[src/rtl/configurable_divider_pkg.sv]
`default_nettype none
// ============================================================================
//  Package : div_pkg
//  Shared mode and state encodings for the configurable divider.
//  Revision: 1.0  initial release
// ============================================================================
package div_pkg;

    localparam logic [1:0] CM_SINGLE8  = 2'b00;
    localparam logic [1:0] CM_DUAL8    = 2'b01;
    localparam logic [1:0] CM_SINGLE16 = 2'b10;
    localparam logic [1:0] CM_ILLEGAL  = 2'b11;

    typedef enum logic [1:0] {
        S_IDLE = 2'b00,
        S_CALC = 2'b01,
        S_DONE = 2'b10
    } state_t;

endpackage
`default_nettype wire

[src/rtl/configurable_divider_core.sv]
`default_nettype none
// ============================================================================
//  Module  : restoring_divide_core
//  One signed restoring-division lane; optionally runs on its lower half only.
//  Revision: 1.0  initial release
// ============================================================================
module restoring_divide_core
    import div_pkg::*;
#(
    parameter int W = 16
) (
    input  logic         clk_i,
    input  logic         reset_i,
    input  logic         start,
    input  logic         narrow,
    input  logic [W-1:0] a,
    input  logic [W-1:0] b,
    output logic [W-1:0] q,
    output logic [W-1:0] r,
    output logic         dbz,
    output logic         done
);

    localparam int H  = W / 2;
    localparam int CW = $clog2(W);

    logic [W-1:0]  a_q, a_d, dvd_q, dvd_d, quo_q, quo_d, div_q, div_d;
    logic [W:0]    rem_q, rem_d;
    logic [CW-1:0] cnt_q, cnt_d;
    logic          run_q, run_d, done_q, done_d, dbz_q, dbz_d;
    logic          narrow_q, narrow_d, negq_q, negq_d, negr_q, negr_d;

    logic [W-1:0]  a_ext, b_ext, a_mag, b_mag;
    logic [W:0]    rem_sh, diff;
    logic [CW-1:0] last;
    logic          ge;

    // Narrow operands are sign-extended from the lower half before magnitude conversion
    assign a_ext  = narrow ? {{H{a[H-1]}}, a[H-1:0]} : a;
    assign b_ext  = narrow ? {{H{b[H-1]}}, b[H-1:0]} : b;
    assign a_mag  = a_ext[W-1] ? -a_ext : a_ext;
    assign b_mag  = b_ext[W-1] ? -b_ext : b_ext;
    assign rem_sh = {rem_q[W-1:0], dvd_q[W-1]};
    assign diff   = rem_sh - {1'b0, div_q};
    assign ge     = ~diff[W];
    assign last   = narrow_q ? CW'(H - 1) : CW'(W - 1);

    always_comb begin
        a_d      = a_q;
        dvd_d    = dvd_q;
        quo_d    = quo_q;
        div_d    = div_q;
        rem_d    = rem_q;
        cnt_d    = cnt_q;
        run_d    = run_q;
        done_d   = done_q;
        dbz_d    = dbz_q;
        narrow_d = narrow_q;
        negq_d   = negq_q;
        negr_d   = negr_q;
        if (start) begin
            a_d      = a;
            // A narrow dividend is pre-shifted so only H iterations are needed
            dvd_d    = narrow ? (a_mag << H) : a_mag;
            div_d    = b_mag;
            quo_d    = '0;
            rem_d    = '0;
            cnt_d    = '0;
            run_d    = 1'b1;
            done_d   = 1'b0;
            dbz_d    = (b_ext == '0);
            narrow_d = narrow;
            negq_d   = a_ext[W-1] ^ b_ext[W-1];
            negr_d   = a_ext[W-1];
        end else if (run_q) begin
            rem_d = ge ? diff : rem_sh;
            quo_d = {quo_q[W-2:0], ge};
            dvd_d = {dvd_q[W-2:0], 1'b0};
            cnt_d = cnt_q + 1'b1;
            if (cnt_q == last) begin
                run_d  = 1'b0;
                done_d = 1'b1;
            end
        end
    end

    always_ff @(posedge clk_i or posedge reset_i) begin
        if (reset_i) begin
            a_q      <= '0;
            dvd_q    <= '0;
            quo_q    <= '0;
            div_q    <= '0;
            rem_q    <= '0;
            cnt_q    <= '0;
            run_q    <= 1'b0;
            done_q   <= 1'b0;
            dbz_q    <= 1'b0;
            narrow_q <= 1'b0;
            negq_q   <= 1'b0;
            negr_q   <= 1'b0;
        end else begin
            a_q      <= a_d;
            dvd_q    <= dvd_d;
            quo_q    <= quo_d;
            div_q    <= div_d;
            rem_q    <= rem_d;
            cnt_q    <= cnt_d;
            run_q    <= run_d;
            done_q   <= done_d;
            dbz_q    <= dbz_d;
            narrow_q <= narrow_d;
            negq_q   <= negq_d;
            negr_q   <= negr_d;
        end
    end

    assign q    = dbz_q ? {W{1'b1}} : (negq_q ? -quo_q : quo_q);
    assign r    = dbz_q ? a_q : (negr_q ? -rem_q[W-1:0] : rem_q[W-1:0]);
    assign dbz  = dbz_q;
    assign done = done_q;

endmodule
`default_nettype wire

[src/rtl/configurable_divider.sv]
`default_nettype none
// ============================================================================
//  Module  : configurable_divider
//  Sequential signed divider: one 8b, two parallel 8b, or one 16b divide.
//  Revision: 1.0  initial release
// ============================================================================
module configurable_divider
    import div_pkg::*;
#(
    parameter int WIDTH = 16,
    localparam int LANE_W = WIDTH / 2
) (
    input  logic             clk_i,
    input  logic             reset_i,
    input  logic             enable_i,
    input  logic [1:0]       cm_i,
    input  logic [WIDTH-1:0] dividend_i,
    input  logic [WIDTH-1:0] divisor_i,
    output logic [WIDTH-1:0] quotient_o,
    output logic [WIDTH-1:0] remainder_o,
    output logic [1:0]       div_by_zero_o,
    output logic             busy_o,
    output logic             data_valid_o
);

    state_t           state_q, state_d;
    logic [1:0]       mode_q, mode_d, dbz_q, dbz_d;
    logic [WIDTH-1:0] quot_q, quot_d, rem_q, rem_d;
    logic             valid_q, valid_d;

    logic              start_w;
    logic [LANE_W-1:0] hi_q, hi_r;
    logic [WIDTH-1:0]  lo_q, lo_r;
    logic              hi_dbz, hi_done, lo_dbz, lo_done;

    assign start_w = (state_q == S_IDLE) && enable_i && (cm_i != CM_ILLEGAL);

    restoring_divide_core #(.W(LANE_W)) u_hi (
        .clk_i   (clk_i),
        .reset_i (reset_i),
        .start   (start_w && (cm_i == CM_DUAL8)),
        .narrow  (1'b0),
        .a       (dividend_i[WIDTH-1:LANE_W]),
        .b       (divisor_i[WIDTH-1:LANE_W]),
        .q       (hi_q),
        .r       (hi_r),
        .dbz     (hi_dbz),
        .done    (hi_done)
    );

    restoring_divide_core #(.W(WIDTH)) u_lo (
        .clk_i   (clk_i),
        .reset_i (reset_i),
        .start   (start_w),
        .narrow  (cm_i != CM_SINGLE16),
        .a       (dividend_i),
        .b       (divisor_i),
        .q       (lo_q),
        .r       (lo_r),
        .dbz     (lo_dbz),
        .done    (lo_done)
    );

    always_comb begin
        state_d = state_q;
        mode_d  = mode_q;
        quot_d  = quot_q;
        rem_d   = rem_q;
        dbz_d   = dbz_q;
        valid_d = 1'b0;
        case (state_q)
            S_IDLE: begin
                if (start_w) begin
                    state_d = S_CALC;
                    mode_d  = cm_i;
                end
            end
            S_CALC: begin
                if (lo_done && (hi_done || (mode_q != CM_DUAL8))) begin
                    state_d = S_DONE;
                end
            end
            S_DONE: begin
                state_d = S_IDLE;
                valid_d = 1'b1;
                case (mode_q)
                    CM_DUAL8: begin
                        quot_d = {hi_q, lo_q[LANE_W-1:0]};
                        rem_d  = {hi_r, lo_r[LANE_W-1:0]};
                        dbz_d  = {hi_dbz, lo_dbz};
                    end
                    CM_SINGLE16: begin
                        quot_d = lo_q;
                        rem_d  = lo_r;
                        dbz_d  = {lo_dbz, 1'b0};
                    end
                    default: begin
                        quot_d = {{LANE_W{1'b0}}, lo_q[LANE_W-1:0]};
                        rem_d  = {{LANE_W{1'b0}}, lo_r[LANE_W-1:0]};
                        dbz_d  = {1'b0, lo_dbz};
                    end
                endcase
            end
            default: state_d = S_IDLE;
        endcase
    end

    always_ff @(posedge clk_i or posedge reset_i) begin
        if (reset_i) begin
            state_q <= S_IDLE;
            mode_q  <= CM_SINGLE8;
            quot_q  <= '0;
            rem_q   <= '0;
            dbz_q   <= '0;
            valid_q <= 1'b0;
        end else begin
            state_q <= state_d;
            mode_q  <= mode_d;
            quot_q  <= quot_d;
            rem_q   <= rem_d;
            dbz_q   <= dbz_d;
            valid_q <= valid_d;
        end
    end

    assign quotient_o    = quot_q;
    assign remainder_o   = rem_q;
    assign div_by_zero_o = dbz_q;
    assign busy_o        = (state_q != S_IDLE);
    assign data_valid_o  = valid_q;

endmodule
`default_nettype wire

[config.mk]
export PLATFORM = sky130hd
export DESIGN_NAME = configurable_divider
export DESIGN_NICKNAME = d
export VERILOG_FILES = /design/src/rtl/configurable_divider_pkg.sv /design/src/rtl/configurable_divider_core.sv /design/src/rtl/configurable_divider.sv
export SDC_FILE = /design/constraint.sdc
export NUM_CORES = 1
export LEC_CHECK = 0
export CAP_MARGIN = 20
export CORE_MARGIN = 2
export CORE_UTILIZATION = 30
export DETAILED_ROUTE_END_ITERATION = 8
export HOLD_SLACK_MARGIN = 0.1
export PLACE_DENSITY_LB_ADDON = 0.15
export SLEW_MARGIN = 5
export SYNTH_ARGS = -nofsm -noshare
export SYNTH_HDL_FRONTEND = slang
export SYNTH_SLANG_ARGS = --single-unit
[constraint.sdc]
create_clock -name clk_i -period 9.9 [get_ports clk_i]
set_input_delay 1.98 -clock clk_i [delete_from_list [all_inputs] [get_ports clk_i]]
set_output_delay 1.98 -clock clk_i [all_outputs]
set_load 0.02 [all_outputs]
After elaboration in Yosys (flattened, before gate mapping)
Cells that the tools add are included.

Register bits after elaboration: 177. Input bits: 37. Logic and storage cells: 127. Output and inout bits: 36.

Eq/ne operators: 12. Reductions and logical operators: 17. Muxes and demuxes: 53. Add/subtract/negate cells: 12. Bitwise operators: 4.

Operators with widths (number): $mux W16 (16); $mux W8 (13); $neg A16 Y16 (4); $pmux W16 S2 (2); $neg A8 Y8 (4); $sub A17 B16 Y17 (1); $logic_not A16 Y1 (1); $mux W1 (13); $mux W4 (3); $reduce_bool A2 Y1 (5); $sub A9 B8 Y9 (1); $logic_not A8 Y1 (1); $ne A2 B2 Y1 const B (4); $pmux W2 S2 (2); $reduce_and A2 Y1 (4); $eq A2 B1 Y1 const B (3); $mux W3 (2); $add A4 B1 Y4 const B (1); $eq A2 B2 Y1 const B (2); $eq A4 B4 Y1 (1); $logic_and A1 B1 Y1 (4); $mux W2 (2); $add A3 B1 Y3 const B (1); $eq A3 B3 Y1 const B (1); 5 further kinds (7).

Logic depth before layout (Yosys ltp)
Gate-level depths: netlist (run 1).

Word-level depth: 6. Gate-level depth with buffers: 12. Gate-level depth less buffers: 11.

Cells and area by module
Synthesis (run 1) repeated with hierarchy kept, for this count alone.

Cells, all modules: 1240. Area, all modules: 11105.7 µm².

By module, submodules not included: restoring_divide_core at u_lo (instances 1, seq. area each 2252.2 µm², cells each 709, area each 6241.0 µm²); restoring_divide_core at u_hi (instances 1, seq. area each 1226.2 µm², cells each 357, area each 3195.6 µm²); configurable_divider (instances 1, seq. area each 975.9 µm², cells each 174, area each 1669.1 µm²).

Least setup slack after synthesis (run 1)
No wires, ideal clock.

Path kind: input to register. Start point: in divisor_i[4]. End point: reg u_lo.div_q[13]. Library setup time: 0.140 ns. Data arrival time: 3.447 ns. Path slack: 6.312 ns. Buffers on the path: 0. Required time: 9.760 ns. Cell stages on the path: 7. Cell sequence: nor3_1 nand3_1 or3_1 or3_1 o31ai_1 xor2_1 o22ai_1.

Cells in the longest elaborated chain, start to end: 3.

RTL lines: from (decl) (line configurable_divider.sv:18) `input logic [WIDTH-1:0] divisor_i,`; $mux W16 (line configurable_divider_core.sv:40) `assign b_ext = narrow ? {{H{b[H-1]}}, b[H-1:0]} : b;`; $neg A16 Y16 (line configurable_divider_core.sv:42) `assign b_mag = b_ext[W-1] ? -b_ext : b_ext;`; $mux W16 (line configurable_divider_core.sv:42); to (signal assigned) (line configurable_divider_core.sv:105) `div_q <= div_d;`; to (decl) (line configurable_divider_core.sv:27) `logic [W-1:0] a_q, a_d, dvd_q, dvd_d, quo_q, quo_d, div_q, div_d;`.

No other way between the ends. A chain may end at the register's enable or synchronous reset.

Final worst setup path (run 1)
Start point: in cm_i[0]. End point: reg u_lo.dvd_q[11].

Cells in the longest elaborated chain, start to end: 6. Elaborated cells between the ends (all ways): 9. Those cells by class: 1 x add/sub; 2 x eq/ne; 4 x mux; 2 x reduce/logical.

RTL lines: from (decl) (line configurable_divider.sv:16) `input logic [1:0] cm_i,`; $ne A2 B2 Y1 (line configurable_divider.sv:55) `.narrow (cm_i != CM_SINGLE16),`; $mux W16 (line configurable_divider_core.sv:39) `assign a_ext = narrow ? {{H{a[H-1]}}, a[H-1:0]} : a;`; $neg A16 Y16 (line configurable_divider_core.sv:41) `assign a_mag = a_ext[W-1] ? -a_ext : a_ext;`; $mux W16 (line configurable_divider_core.sv:41); $mux W16 (line configurable_divider_core.sv:64) `dvd_d = narrow ? (a_mag << H) : a_mag;`; $mux W16 (line configurable_divider_core.sv:61) `if (start) begin`; to (signal assigned) (line configurable_divider_core.sv:103) `dvd_q <= dvd_d;`; to (decl) (line configurable_divider_core.sv:27).

Several ways; a longest one is shown, not always the timed one.

==> impl_metrics.env, run 1 <==
export IMPL_critPathLaunch="cm_i[0]"
export IMPL_setup_viol=0
export IMPL_syn_inst=1206
export IMPL_syn_num_nets=1282
export IMPL_path_max_fanout=20
export IMPL_drt_iter0_drc=404
export IMPL_ys_top_cells_by_count="176 x dfrtp_1, 174 x nand2_1, 112 x o21ai_0"
export IMPL_wire_per_inst_um=17.3
export IMPL_num_fill_cells=3626
export IMPL_path_class="in -> reg"
export IMPL_fin_tns_setup_ns=0
export IMPL_syn2layout_area_growth_pct=16.0
export IMPL_ys_warn_count=0
export IMPL_drive_above_1_share=0.0504
export IMPL_crit_path_start_kind="input pin"
export IMPL_r2r_start="state_q[1]"
export IMPL_synth_ff_type="dfrtp_1"
export IMPL_yosys_area_top_type="dfrtp_1"
export IMPL_worstHoldStart="quotient_o[5]"
export IMPL_worst_pin_slew_ns=0.906
export IMPL_synth_area_leaders="dfrtp_1 41%, nand2_1 6.1%, mux2i_1 6.0%"
export IMPL_drv_slew=0
export IMPL_grt_max_degree=75
export IMPL_final_nets=1313
export IMPL_wl_mm=29.5
export IMPL_numCtsBuffers=17
export IMPL_critPathRequiredTime_ns=10.18
export IMPL_cts_sinks=176
export IMPL_hold_viol=0
export IMPL_htreeDepth=4
export IMPL_ys_async_sr_fraction=1.00
export IMPL_diodes=0
export IMPL_core_area_um2=34700
export IMPL_worstSetupEndpointType="flop"
export IMPL_r2r_cells=6
export IMPL_dieArea_um2=37000
export IMPL_powerDensity_nw_per_um2=354
export IMPL_ys_types=65
export IMPL_grt_overflow_total=0
export IMPL_status="finished clean"
export IMPL_rows=68
export IMPL_firstDrtPassIters=5
export IMPL_grt_usage=0.165
export IMPL_total_leakage_power_nw=5.53
export IMPL_synth_edf_count=0
export IMPL_globalplace_congestion=0.820
export IMPL_hold_depth=2
export IMPL_die_height_um=192
export IMPL_dp_hpwl_mm=21.3
export IMPL_num_vias=8514
export IMPL_grt_antenna_before_repair=0
export IMPL_rsz0062_at_grt="false"
export IMPL_dpl_instance_area_um2=11700
export IMPL_postCtsSetupBuffers=0
export IMPL_root_buffer="clkbuf_16"
export IMPL_clock_path_buffers=2
export IMPL_hold_path_class="reg -> reg"
export IMPL_die_w_um=192
export IMPL_fmax_ghz=0.247
export IMPL_clock_latency_ns=0.44
export IMPL_period_minus_slack_ns=4.05
export IMPL_ant_nets=0
export IMPL_avgSynthCellArea_um2=8.81
export IMPL_post_route_cell_area_um2=12300
export IMPL_first_global_vias=8261
export IMPL_grt_pass1_wl_mm=47.4
export IMPL_crit_arrival_ns=4.33
export IMPL_cts_tree="yes"
export IMPL_hold_buffers=0
export IMPL_irDropWorstVdd_v=0.000159
export IMPL_ys_seq_elements=176
export IMPL_worst_slew_margin_rel=0.396
export IMPL_synth_top_cell_area_share=0.414
export IMPL_fin_skew_ns=0.0169
export IMPL_clk_pin_slew_ns=0.09
export IMPL_maxCapViolations=0
export IMPL_fin_crit_sh=0.409
export IMPL_fin_util=0.355
export IMPL_drc_errors=0
export IMPL_via_per_inst=4.99
export IMPL_netlist_area_um2=10600
export IMPL_initial_core_util=0.306
export IMPL_cts_resized=0
export IMPL_power_total_mw=4.37
export IMPL_ioPinCount=73
export IMPL_ys_seq_area_frac=0.414
export IMPL_portBuffers=72
export IMPL_yosysMostFrequentCell="dfrtp_1"
export IMPL_whs_ns=0.474
## cells in the final DEF (no fill, tap or decap), types with 37 or more instances in the layout
cell and instances:
xnor2_1 57, a21oi_1 53, o21ai_0 112, ha_1 37
xor2_1 43, mux2i_1 64, nor2_1 103, clkdlybuf4s50_1 72
inv_1 54, nand2_1 174, dfrtp_1 175
## layer usage
metal	track usage	vias to the layer above	wire [um]
met4	0.0317	0	216
met2	0.255	133	13000
met5	0	-	0
met1	0.247	4109	15400
met3	0.0197	12	864
li1	-	4260	-
## path summary, 6_finish.rpt
path                                        to  slack, ns
min in group asynchronous         data_valid_o       2.01
max in group asynchronous           u_lo.run_q       6.51
worst max-delay path            u_lo.dvd_q[11]       5.85
worst min-delay path             quotient_o[5]       0.47
worst max register to register   u_lo.dvd_q[7]       6.81
worst min register to register   quotient_o[5]       0.47
## report_power, final
part | switching [mW] | total (mW) | internal, mW
sequential | 0.333 | 1.37 | 1.03
clock | 0.342 | 0.689 | 0.347
combinational | 1.28 | 2.31 | 1.03
total | 1.95 | 4.37 | 2.41
## worst max-delay path, stage by stage
cell and delay [ns]:
clkdlybuf4s50_1 0.59, nand2b_1 0.66, mux2_2 0.46, o31ai_1 0.10
xor2_1 0.22, nand2_1 0.08, o211ai_1 0.12, o21ai_0 0.11
## cell families after synthesis
kind of cell / share of synthesized area
AND/OR/NAND/NOR: 0.159
AO/OA/AOI/OAI: 0.185
flip-flops: 0.414
buffers and inverters: 0.0496
XOR/XNOR: 0.0839
multiplexers: 0.0613
adder cells (fa/ha/maj): 0.0473
## final cells by class
cell class	count	area [um2]	area share
tap	455	569	0.0462
clock buffer	18	439	0.0356
multi-input combinational	900	5720	0.464
sequential	176	4410	0.357
inverter	56	215	0.0175
clock inverter	14	158	0.0128
timing repair buffer	86	826	0.0670
## flip-flops by register name (all words and copies together) (netlist names), 2 cells and up
name / count
u_lo.div_q: 16
u_hi.dvd_q: 8
u_lo.quo_q: 16
quotient_o: 16
mode_q: 2
u_hi.quo_q: 8
remainder_o: 16
u_hi.div_q: 8
div_by_zero_o: 2
u_lo.cnt_q: 4
u_lo.rem_q: 16
u_lo.dvd_q: 16
u_hi.a_q: 7
u_lo.a_q: 16
u_hi.rem_q: 8
u_hi.cnt_q: 3
state_q: 2
## metrics by stage
step	std cells	setup WS, ns
floorplan	1206	3.15
global placement	1672	5.41
detailed placement	1673	5.41
CTS	1705	5.84
global route	1705	5.63
finish	1705	5.85
No activity file was read; power rests on OpenSTA's default activity.
==> inputs of run 2 (changes only) <==
Clock period 9.9 ns to 3.75 ns, I/O delays scaled along.
==> impl_metrics.env, run 2 (same netlist as run 1, synthesis figures left out) <==
export IMPL_regArea_um2=4410
export IMPL_crit_arrival_ns=3.30
export IMPL_maxCapViolations=0
export IMPL_fin_skew_ns=0.0181
export IMPL_status="finished clean"
export IMPL_wl_mm=29.5
export IMPL_die_w_um=192
export IMPL_wire_per_inst_um=17.2
export IMPL_num_vias=8594
export IMPL_num_fill_cells=3638
export IMPL_root_buffer="clkbuf_16"
export IMPL_rsz0062_at_grt="false"
export IMPL_grt_usage=0.166
export IMPL_drive_above_1_share=0.0594
export IMPL_total_leakage_power_nw=5.59
export IMPL_multiInputGateArea_um2=5720
export IMPL_htreeDepth=4
export IMPL_grt_antenna_before_repair=1
export IMPL_die_height_um=192
export IMPL_fin_crit_sh=0.795
export IMPL_drv_slew=0
export IMPL_crit_path_start_kind="flop"
export IMPL_cts_resized=0
export IMPL_period_minus_slack_ns=2.98
export IMPL_initial_core_util=0.306
export IMPL_numCtsBuffers=17
export IMPL_grt_overflow_total=0
export IMPL_worstSetupEndpointType="flop"
export IMPL_ant_nets=0
export IMPL_hold_buffers=0
export IMPL_fin_tns_setup_ns=0
export IMPL_path_max_fanout=11
export IMPL_drc_errors=0
export IMPL_mostFrequentLayoutCells="175 x dfrtp_1, 174 x nand2_1, 112 x o21ai_0"
export IMPL_ioPinCount=73
export IMPL_critPathRequiredTime_ns=4.07
export IMPL_drt_iter0_drc=541
export IMPL_portBuffers=72
export IMPL_firstDrtPassIters=5
export IMPL_hold_path_class="reg -> reg"
export IMPL_fin_util=0.359
export IMPL_final_common_cell="dfrtp_1"
export IMPL_powerDensity_nw_per_um2=933
export IMPL_path_class="reg -> reg"
export IMPL_clock_path_buffers=2
export IMPL_core_area_um2=34700
export IMPL_first_global_vias=8465
export IMPL_irDropWorstVdd_v=0.000318
export IMPL_cts_sinks=176
export IMPL_grt_pass1_wl_mm=47.8
export IMPL_globalplace_congestion=0.786
export IMPL_rows=68
export IMPL_setup_viol=0
export IMPL_clock_latency_ns=0.44
export IMPL_cts_tree="yes"
export IMPL_postCtsSetupBuffers=0
export IMPL_worst_pin_slew_ns=1.03
export IMPL_dieArea_um2=37000
export IMPL_fmax_ghz=0.336
export IMPL_final_nets=1326
export IMPL_dp_hpwl_mm=21.8
export IMPL_worst_slew_margin_rel=0.307
export IMPL_syn2layout_area_growth_pct=17.4
export IMPL_hold_viol=0
export IMPL_clk_pin_slew_ns=0.09
export IMPL_grt_max_degree=74
export IMPL_diodes=0
export IMPL_via_per_inst=5.00
## run 2: cell count changes in the layout (fill, tap and decap cells not counted), sizes merged
cell,before,now
clkinvlp,0,4
clkinv,7,5
buf,14,27
inv,63,60
bufinv,0,1
## run 2: worst paths after layout
| kind | from | end | slack [ns] | cells after the start |
|---|---|---|---|---|
| setup / recovery | u_lo.div_q[0] | u_lo.rem_q[0] | 0.77 | 10 |
| hold / removal | quotient_o[5] | quotient_o[5] | 0.47 | 2 |
| setup reg to reg | u_lo.div_q[0] | u_lo.rem_q[0] | 0.77 | 10 |
| hold reg to reg | quotient_o[5] | quotient_o[5] | 0.47 | 2 |
| max in group asynchronous | reset_i | u_hi.a_q[2] | 2.05 | 3 |
| min in group asynchronous | reset_i | quotient_o[2] | 0.76 | 2 |
## run 2: per-layer routing
metal  GRT usage  routed length (um)
met3      0.0259                1080
met2       0.252               12800
met5           0                  16
met1       0.248               15300
met4      0.0335                 283
## run 2: where the power goes
group          switching [mW]  total (mW)  internal [mW]
clock                   0.882        1.84          0.954
sequential              0.818        3.55           2.73
combinational            3.48        6.25           2.78
total                    5.18        11.6           6.47
## run 2: cell type report
class	instances	area share
Clock buffer	18	0.0344
Clock inverter	14	0.0134
Inverter	56	0.0171
Multi-Input combinational cell	900	0.458
Sequential cell	176	0.353
Tap cell	455	0.0456
Timing Repair Buffer	99	0.0780
## run 2: worst max-delay path, cell delays in order (launching register included)
cell and delay, ns:
dfrtp_1 0.43, ha_1 0.24, fa_1 0.41, nor2b_1 0.18
o31a_1 0.23, o2111ai_1 0.13, a31oi_1 0.27, xnor2_2 0.23
buf_4 0.25, or4_1 0.40, o311ai_1 0.10
## run 2: per-stage QoR
stage                     hold slack (ns)  setup WS, ns  total power [mW]  cell area, um2  cells
after floorplan                     0.443         0.747              8.03           10600   1206
after CTS                           0.481         0.777              11.8           12500   1718
after global placement              0.454         0.700              9.80           11900   1686
after global routing                0.489         0.520              12.7           12500   1718
after detailed placement            0.461         0.695              9.87           11900   1686
final                               0.472         0.770              11.6           12500   1718
==> inputs of run 3 (changes only) <==
Clock period 3.75 ns to 2.8 ns, I/O delays scaled along.
==> impl_metrics.env, run 3 (same netlist as run 1, synthesis figures left out) <==
export IMPL_hold_viol=0
export IMPL_first_global_vias=8556
export IMPL_period_minus_slack_ns=2.64
export IMPL_diodes=0
export IMPL_clock_path_buffers=2
export IMPL_dpl_instance_area_um2=12300
export IMPL_powerDensity_nw_per_um2=1240
export IMPL_final_common_cell="dfrtp_1"
export IMPL_wl_mm=30.0
export IMPL_drc_errors=0
export IMPL_path_class="reg -> reg"
export IMPL_crit_path_start_kind="flop"
export IMPL_via_per_inst=4.99
export IMPL_root_buffer="clkbuf_16"
export IMPL_maxCapViolations=0
export IMPL_fin_crit_sh=0.944
export IMPL_worst_slew_margin_rel=0.399
export IMPL_clk_pin_slew_ns=0.07
export IMPL_drv_slew=0
export IMPL_dieArea_um2=37000
export IMPL_num_fill_cells=3599
export IMPL_ant_nets=0
export IMPL_grt_max_degree=71
export IMPL_cts_sinks=176
export IMPL_dp_hpwl_mm=22.9
export IMPL_fin_skew_ns=0.0162
export IMPL_htreeDepth=4
export IMPL_drt_iter0_drc=758
export IMPL_worst_pin_slew_ns=0.902
export IMPL_postCtsSetupBuffers=0
export IMPL_clock_latency_ns=0.44
export IMPL_crit_arrival_ns=2.96
export IMPL_cts_tree="yes"
export IMPL_stdcell_count=1760
export IMPL_grt_usage=0.171
export IMPL_rows=68
export IMPL_die_height_um=192
export IMPL_drive_above_1_share=0.0927
export IMPL_globalplace_congestion=0.821
export IMPL_critPathRequiredTime_ns=3.12
export IMPL_core_area_um2=34700
export IMPL_die_w_um=192
export IMPL_post_route_cell_area_um2=12900
export IMPL_path_max_fanout=16
export IMPL_status="finished clean"
export IMPL_final_nets=1369
export IMPL_ioPinCount=73
export IMPL_setup_viol=0
export IMPL_grt_antenna_before_repair=0
export IMPL_portBuffers=72
export IMPL_initial_core_util=0.306
export IMPL_irDropWorstVdd_v=0.000599
export IMPL_mostFrequentLayoutCells="175 x dfrtp_1, 174 x nand2_1, 112 x o21ai_0"
export IMPL_rsz0062_at_grt="false"
export IMPL_firstDrtPassIters=5
export IMPL_num_vias=8787
export IMPL_grt_pass1_wl_mm=48.5
export IMPL_hold_path_class="reg -> reg"
export IMPL_fin_ws_ns=0.157
export IMPL_grt_overflow_total=0
export IMPL_syn2layout_area_growth_pct=21.3
export IMPL_fmax_ghz=0.378
export IMPL_numCtsBuffers=17
export IMPL_total_leakage_power_nw=5.83
export IMPL_wire_per_inst_um=17.1
export IMPL_place_ws_ns=0.0669
export IMPL_placedCellCount=1729
export IMPL_worstSetupEndpointType="flop"
[run 3: metal layers]
layer,global-route usage,part of all wire,vias to the layer above
met1,0.252,0.50,4214
met3,0.0292,0.044,23
li1,-,-,4374
met4,0.0417,0.012,0
met5,0,0,-
met2,0.258,0.44,176
[run 3: layout make-up]
type                            instances  area (um2)  area share
Inverter                               56         214      0.0166
Tap cell                              455         569      0.0442
Multi-Input combinational cell        900        5740       0.445
Clock buffer                           21         470      0.0365
Timing Repair Buffer                  142        1370       0.106
Clock inverter                         10         126     0.00980
Sequential cell                       176        4410       0.342
[run 3: timing repair]
| action | 4_1_cts | 5_1_grt |
|---|---|---|
| resized for setup | 0 | 4 |
| hold buffers | 0 | 0 |
| hold endpoints to repair | 0 | 0 |
| setup endpoints to repair | 0 | 7 |
[run 3: worst paths after layout]
kind                            endpoint  slack (ns)           from  cells after the start
max                        u_lo.rem_q[1]        0.16  u_lo.div_q[0]                     10
min                          u_lo.a_q[2]        0.47    u_lo.a_q[2]                      2
max reg2reg                u_lo.rem_q[1]        0.16  u_lo.div_q[0]                     10
min reg2reg                  u_lo.a_q[2]        0.47    u_lo.a_q[2]                      2
max in group asynchronous  u_hi.rem_q[7]        1.58        reset_i                      4
min in group asynchronous   data_valid_o        0.48        reset_i                      2
[run 3: critical path: stages (launching register included)]
cell	delay [ns]
dfrtp_1	0.43
ha_1	0.24
fa_1	0.42
nor2b_2	0.16
o31a_1	0.15
o2111ai_1	0.13
a31oi_2	0.20
xnor2_2	0.11
buf_12	0.17
or4_1	0.41
o311ai_1	0.10
[run 3: power by group]
part / total (mW) / internal, mW / switching [mW]
registers: 4.70 / 3.66 / 1.04
logic: 8.89 / 4.06 / 4.83
clock network: 2.45 / 1.39 / 1.06
total: 16.1 / 9.12 / 6.93
[run 3: through the flow]
stage,util,total power [mW],TNS (ns),hold slack (ns)
CTS,0.371,16.1,0,0.473
finish,0.371,16.1,0,0.475
global route,0.371,17.6,0,0.499
floorplan,-,10.8,-2.22,0.443
detailed placement,0.354,13.6,0,0.463
global placement,0.354,13.6,0,0.458
